## config.mk

```make
export PLATFORM = sky130hd
export DESIGN_NAME = cla_pipe_adder
export DESIGN_NICKNAME = d
export VERILOG_FILES = /design/src/rtl/cla_pipe_adder.sv
export SDC_FILE = /design/constraint.sdc
export NUM_CORES = 1
export LEC_CHECK = 0
export ABC_AREA = 1
export ABC_CLOCK_PERIOD_IN_PS = 3550
export CAP_MARGIN = 0
export CORE_MARGIN = 10
export CORE_UTILIZATION = 30
export DETAILED_ROUTE_END_ITERATION = 12
export SLEW_MARGIN = 25
export SYNTH_ARGS = -nofsm -noshare
export SYNTH_HDL_FRONTEND = slang
export SYNTH_SLANG_ARGS = --single-unit
export TNS_END_PERCENT = 30
```

## constraint.sdc

```tcl
create_clock -name clk -period 3.55 [get_ports clk]
set_input_delay 0.355 -clock clk [delete_from_list [all_inputs] [get_ports clk]]
set_output_delay 0.355 -clock clk [all_outputs]
set_load 0.02 [all_outputs]
```

## src/rtl/cla_pipe_adder.sv

```systemverilog
// rtl/cla_pipe_adder.sv - pipelined carry-look-ahead adder/subtractor with valid/ready handshake
//
// Purpose:
//   Adds or subtracts two WIDTH-bit operands, processing one BLK-bit
//   look-ahead group per pipeline stage (NSTG = WIDTH/BLK stages). The carry
//   between groups is registered, so one operation is accepted per cycle and
//   the result appears NSTG cycles later when the sink is not stalling.
//
// Optional feature:
//   CLA_PIPE_SAT_EN - when defined, a signed overflow clamps s to the most
//   positive / most negative value in the final stage.
//
// Ports:
//   clk        in   clock, rising edge
//   rst        in   asynchronous active-high reset
//   in_valid   in   operand beat valid
//   in_ready   out  pipe can accept a beat this cycle
//   x, y       in   operands A and B (WIDTH)
//   cin        in   carry-in, ignored when sub=1
//   sub        in   1: x - y, 0: x + y + cin
//   out_valid  out  result beat valid
//   out_ready  in   sink accepts the result
//   s          out  sum / difference (WIDTH)
//   cout       out  carry out of the MSB (for sub, 1 = no borrow)
//   ovf        out  two's-complement signed overflow
//   zero       out  s == 0
module cla_pipe_adder #(
  parameter int WIDTH = 16,
  parameter int BLK   = 4
) (
  input  logic             clk,
  input  logic             rst,
  input  logic             in_valid,
  output logic             in_ready,
  input  logic [WIDTH-1:0] x,
  input  logic [WIDTH-1:0] y,
  input  logic             cin,
  input  logic             sub,
  output logic             out_valid,
  input  logic             out_ready,
  output logic [WIDTH-1:0] s,
  output logic             cout,
  output logic             ovf,
  output logic             zero
);

  localparam int NSTG = WIDTH / BLK;

  generate
    if (((WIDTH % BLK) != 0) || (WIDTH < BLK)) begin : g_bad_cfg
      $error("cla_pipe_adder: WIDTH must be a non-zero multiple of BLK");
    end
  endgenerate

  // Carries c[0..BLK] of one group in sum-of-products look-ahead form:
  // c[i+1] = g[i] | p[i]g[i-1] | ... | p[i..0]ci, no ripple between bits.
  function automatic logic [BLK:0] lookahead(input logic [BLK-1:0] p,
                                             input logic [BLK-1:0] g,
                                             input logic           ci);
    logic [BLK:0] c;
    logic         acc;
    logic         term;
    c    = '0;
    c[0] = ci;
    for (int i = 0; i < BLK; i++) begin
      acc = ci;
      for (int j = 0; j <= i; j++) begin
        acc = acc & p[j];
      end
      for (int j = 0; j <= i; j++) begin
        term = g[j];
        for (int m = j + 1; m <= i; m++) begin
          term = term & p[m];
        end
        acc = acc | term;
      end
      c[i+1] = acc;
    end
    return c;
  endfunction

  // Per-stage state: valid bit, operands (upper bits still to be processed),
  // skewed sum bits computed so far, and the group carry-out.
  logic             vld_q [NSTG];
  logic             vld_d [NSTG];
  logic [WIDTH-1:0] x_q   [NSTG];
  logic [WIDTH-1:0] x_d   [NSTG];
  logic [WIDTH-1:0] y_q   [NSTG];
  logic [WIDTH-1:0] y_d   [NSTG];
  logic [WIDTH-1:0] sum_q [NSTG];
  logic [WIDTH-1:0] sum_d [NSTG];
  logic             c_q   [NSTG];
  logic             c_d   [NSTG];

  logic cout_q, cout_d;
  logic ovf_q, ovf_d;
  logic zero_q, zero_d;
  logic adv;

  assign out_valid = vld_q[NSTG-1];
  // The whole pipe moves as one unit; a stalled output freezes every stage.
  assign adv       = !out_valid || out_ready;
  assign in_ready  = adv && !rst;

  assign s    = sum_q[NSTG-1];
  assign cout = cout_q;
  assign ovf  = ovf_q;
  assign zero = zero_q;

  always_comb begin
    logic [WIDTH-1:0] sx;
    logic [WIDTH-1:0] sy;
    logic [WIDTH-1:0] ssum;
    logic             sc;
    logic             sv;
    logic [BLK-1:0]   xg;
    logic [BLK-1:0]   yg;
    logic [BLK-1:0]   pg;
    logic [BLK-1:0]   gg;
    logic [BLK:0]     cg;
    int               km1;

    sx     = '0;
    sy     = '0;
    ssum   = '0;
    sc     = 1'b0;
    sv     = 1'b0;
    xg     = '0;
    yg     = '0;
    pg     = '0;
    gg     = '0;
    cg     = '0;
    km1    = 0;
    cout_d = 1'b0;
    ovf_d  = 1'b0;
    zero_d = 1'b0;

    for (int k = 0; k < NSTG; k++) begin
      km1 = (k == 0) ? 0 : k - 1;
      if (k == 0) begin
        // Subtraction is x + ~y + 1.
        sx   = x;
        sy   = sub ? ~y : y;
        sc   = sub ? 1'b1 : cin;
        ssum = '0;
        sv   = in_valid;
      end else begin
        sx   = x_q[km1];
        sy   = y_q[km1];
        sc   = c_q[km1];
        ssum = sum_q[km1];
        sv   = vld_q[km1];
      end

      xg = sx[k*BLK +: BLK];
      yg = sy[k*BLK +: BLK];
      pg = xg ^ yg;
      gg = xg & yg;
      cg = lookahead(pg, gg, sc);
      ssum[k*BLK +: BLK] = pg ^ cg[BLK-1:0];

      if (k == NSTG - 1) begin
        cout_d = cg[BLK];
        ovf_d  = cg[BLK] ^ cg[BLK-1];
`ifdef CLA_PIPE_SAT_EN
        // On overflow both operand signs agree; a clear sign means the true
        // result was positive.
        if (ovf_d) begin
          ssum = xg[BLK-1] ? {1'b1, {(WIDTH-1){1'b0}}} : {1'b0, {(WIDTH-1){1'b1}}};
        end
`endif
        zero_d = ~|ssum;
      end

      vld_d[k] = sv;
      x_d[k]   = sx;
      y_d[k]   = sy;
      sum_d[k] = ssum;
      c_d[k]   = cg[BLK];
    end
  end

  always_ff @(posedge clk or posedge rst) begin
    if (rst) begin
      for (int k = 0; k < NSTG; k++) begin
        vld_q[k] <= 1'b0;
        x_q[k]   <= '0;
        y_q[k]   <= '0;
        sum_q[k] <= '0;
        c_q[k]   <= 1'b0;
      end
      cout_q <= 1'b0;
      ovf_q  <= 1'b0;
      zero_q <= 1'b0;
    end else if (adv) begin
      for (int k = 0; k < NSTG; k++) begin
        vld_q[k] <= vld_d[k];
        x_q[k]   <= x_d[k];
        y_q[k]   <= y_d[k];
        sum_q[k] <= sum_d[k];
        c_q[k]   <= c_d[k];
      end
      cout_q <= cout_d;
      ovf_q  <= ovf_d;
      zero_q <= zero_d;
    end
  end

endmodule
```

==> metrics.md <==
| Metric | Value |
|---|---|
| Status | finished clean |
| # nets final | 606 |
| Slew headroom | 0.473 |
| Die Y | 142 um |
| Synth Area in Simple Gates | 0.193 |
| Post-CTS setup buffers | 0 |
| Worst-path fanout max | 44 |
| Final setup TNS | 0 ps |
| Achievable Freq | 416 MHz |
| CP arrival | 2050 ps |
| Hold Crit Class | reg2reg |
| Iteration count of the initial detailed-routing pass | 4 |
| Commonest non-fill, non-tap cell in the layout | nand2_1 |
| Total die area | 20300 um^2 |
| Peak VDD IR | 240 uV |
| Routability cong. | 0.774 |
| Netlist Area Pre-Place | 4490 um^2 |
| I/O pin cnt | 59 |
| Max Root-Sink Buffers | 2 |
| Routed WL | 9.19 mm |
| Global Route Usage Sum | 0.0953 |
| Crit-path cells | clkdlybuf4s50_1 -> inv_1 -> nand2_4 -> inv_2 -> nor2_1 -> clkdlybuf4s50_1 |
| Startpoint Class | primary input |
| DR WL/cell | 12.5 um |
| Mapped Cells | 492 |
| Vias/cell | 4.34 |
| Slowest-stage cell, CP | clkdlybuf4s50_1 |
| Die width | 142 um |
| Synthesis Warnings | 0 |
| Sequential element share of the synthesized area | 0.546 |
| Post-DP HPWL | 6.42 mm |
| Cells on worst reg2reg path | 6 |
| Root Driver | clkbuf_16 |
| RR Endpoint | sum_d[22]$_DFFE_PP0N_ |
| Starting DRC count in detailed routing | 170 |
| Worst flop-to-flop path startpoint | out_valid$_DFFE_PP0N_ |
| Worst Skew | 7.04 ps |
| Drt drc | 0 |
| Setup violators final | 0 |
| Xor-xnor portion of the synthesized cell area | 0.0409 |
| Placed cell area | 5190 um^2 |
| PD cells | 838 nW/um^2 |
| Port bufs | 58 |
| Num CTS Buffers | 9 |
| Worst-margin pin slew | 790 ps |
| CTS Sinks | 98 |
| Stages on worst setup path | 6 |
| Distinct cells, synth | 23 |
| # hold bufs at CTS | 0 |
| CP Class | in2out |
| First-pass GRT wire length | 16.0 mm |
| Worst hold stages | 2 |
| # diodes | 0 |
| Worst EP required | 3190 ps |
| Commonest cells after routing, fill and taps aside | nand2_1 (179), dfrtp_1 (98), clkdlybuf4s50_1 (58) |
| Share of cells above drive strength 1 | 0.0401 |
| Complex-gate fraction of the synthesized area | 0.0760 |
| Crit. End Element | primary output |
| CP startpoint | out_ready |
| Leak | 0.00263 uW |
| Post-DRT Antenna Nets | 0 |
| Top Family by Delay on Critical Path | buffers and inverters |
| Finished Cell Area | 5490 um^2 |
| Post-CTS sizing | 0 |
| Clock latency at the later pin of the worst-skew pair | 340 ps |
| Adder-cell share of the synthesized area | 0.0735 |
| Synth Area per Inst | 9.13 um^2 |
| Rows | 44 |
| Slew Viols, Final | 0 |
| Max incr delay on CP | 610 ps |
| Vias in the first global route | 3247 |
| Grt ovf | 0 |
| HP Start | vld_d[0]$_DFFE_PP0N_ |
| TritonCTS clock tree | built |
| Initial antenna violation count | 0 |
| Worst reg2reg setup slack | 1750 ps |
| Minimum clock period | 2410 ps |
| Worst setup endpoint | in_ready |
| CTS clk-pin slew, worst paths | 60 ps |
| Largest net degree at the start of global routing | 88 |
| Core Region | 14600 um^2 |
| Starting Density | 0.308 |
| Synth Register Bits | 98 |
| Max Cap Violations | 0 |
| Period utilization | 0.678 |
| CTS H-tree depth | 3 |
| Critical path buffers and inverters | 4 |
| Vias | 3180 |
| Post-Syn Nets | 554 |
| CP most frequent cell | clkdlybuf4s50_1 |
| Synth-to-Final Area Change | 22.1% |
| Mux contribution to synthesized area | 0 |
| Hold Vio Cnt, Final | 0 |
| RSZ-0062 raised after global routing | no |
| Largest family of logic cells by synthesized area | simple AND/OR/NAND/NOR gates |
report_power, final:
group	internal [uW]	switching, uW	total [uW]
clock	585	392	977
combinational	727	1010	1740
sequential	1610	273	1880
registers in the layout (all words and copies together), names as in the netlist:
name / cells
sum_d: 24
x_d: 24
y_d: 24
s: 16
c_q: 3
vld_d: 3
cout: 1
out_valid: 1
ovf: 1
zero: 1
cells by family after synthesis:
logic type,after synthesis
adders and majority gates,24
AOI/OAI and AO/OA,66
and+or+nand+nor,218
buffers and inverters,65
DFF,98
xor gates and xnor gates,21
layout make-up:
cell class,instances,area [um^2]
timing repair buffer,63,618
multi-input combinational,329,1720
sequential,98,2450
tap,184,230
clock buffer,14,264
clock inverter,2,35.0
fill,1443,9100
inverter,43,166
routing by layer:
metal / share of wire / global-route usage / vias to the layer above
met1: 0.50 / 0.126 / 1472
li1: - / - / 1646
met4: 0.018 / 0.0399 / 0
met5: 0 / 0 / -
met3: 0.038 / 0.0227 / 10
met2: 0.44 / 0.145 / 52
Yosys cell counts:
cell type	n	area (um^2)
a22oi_1	3	22.5
a31oi_1	1	6.26
buf_2	5	25.0
buf_6	9	101
clkbuf_1	7	26.3
clkbuf_2	1	5.00
dfrtp_1	98	2450
fa_1	4	80.1
ha_1	20	250
inv_1	42	158
inv_2	1	3.75
nand2_1	179	672
nand2_4	1	11.3
nand3_1	14	70.1
nand3b_1	4	30.0
nand4_1	2	12.5
nor2_1	17	63.8
o21a_1	1	7.51
o21ai_0	47	235
o21ai_1	14	70.1
or2_2	1	6.26
xnor2_1	14	123
xor2_1	7	61.3
how the worst min path moves through the flow:
stage	end	slack [ps]
2_1_floorplan	out_valid$_DFFE_PP0N_	420
3_3_place_gp	out_valid$_DFFE_PP0N_	440
3_5_place_dp	out_valid$_DFFE_PP0N_	450
4_1_cts	out_valid$_DFFE_PP0N_	460
5_1_grt	out_valid$_DFFE_PP0N_	490
6_report	out_valid$_DFFE_PP0N_	450
through the flow:
stage / instances / utilization / hold slack, ps / total power, uW / setup WS (ps)
floorplan: 492 / - / 420 / 3120 / 633
global placement: 717 / 0.355 / 443 / 3610 / 1090
detailed placement: 717 / 0.356 / 454 / 3680 / 1040
CTS: 733 / 0.376 / 462 / 4670 / 1130
global route: 733 / 0.376 / 493 / 5030 / 1040
finish: 733 / 0.376 / 454 / 4600 / 1140
worst register-to-register path, stage by stage, from the launching register on:
cell	delay, ps
dfrtp_1	410
nand2_4	270
inv_2	210
buf_4	530
nor2_1	110
nand2_1	70
o21ai_0	70
No activity file was read; power rests on OpenSTA's default activity.
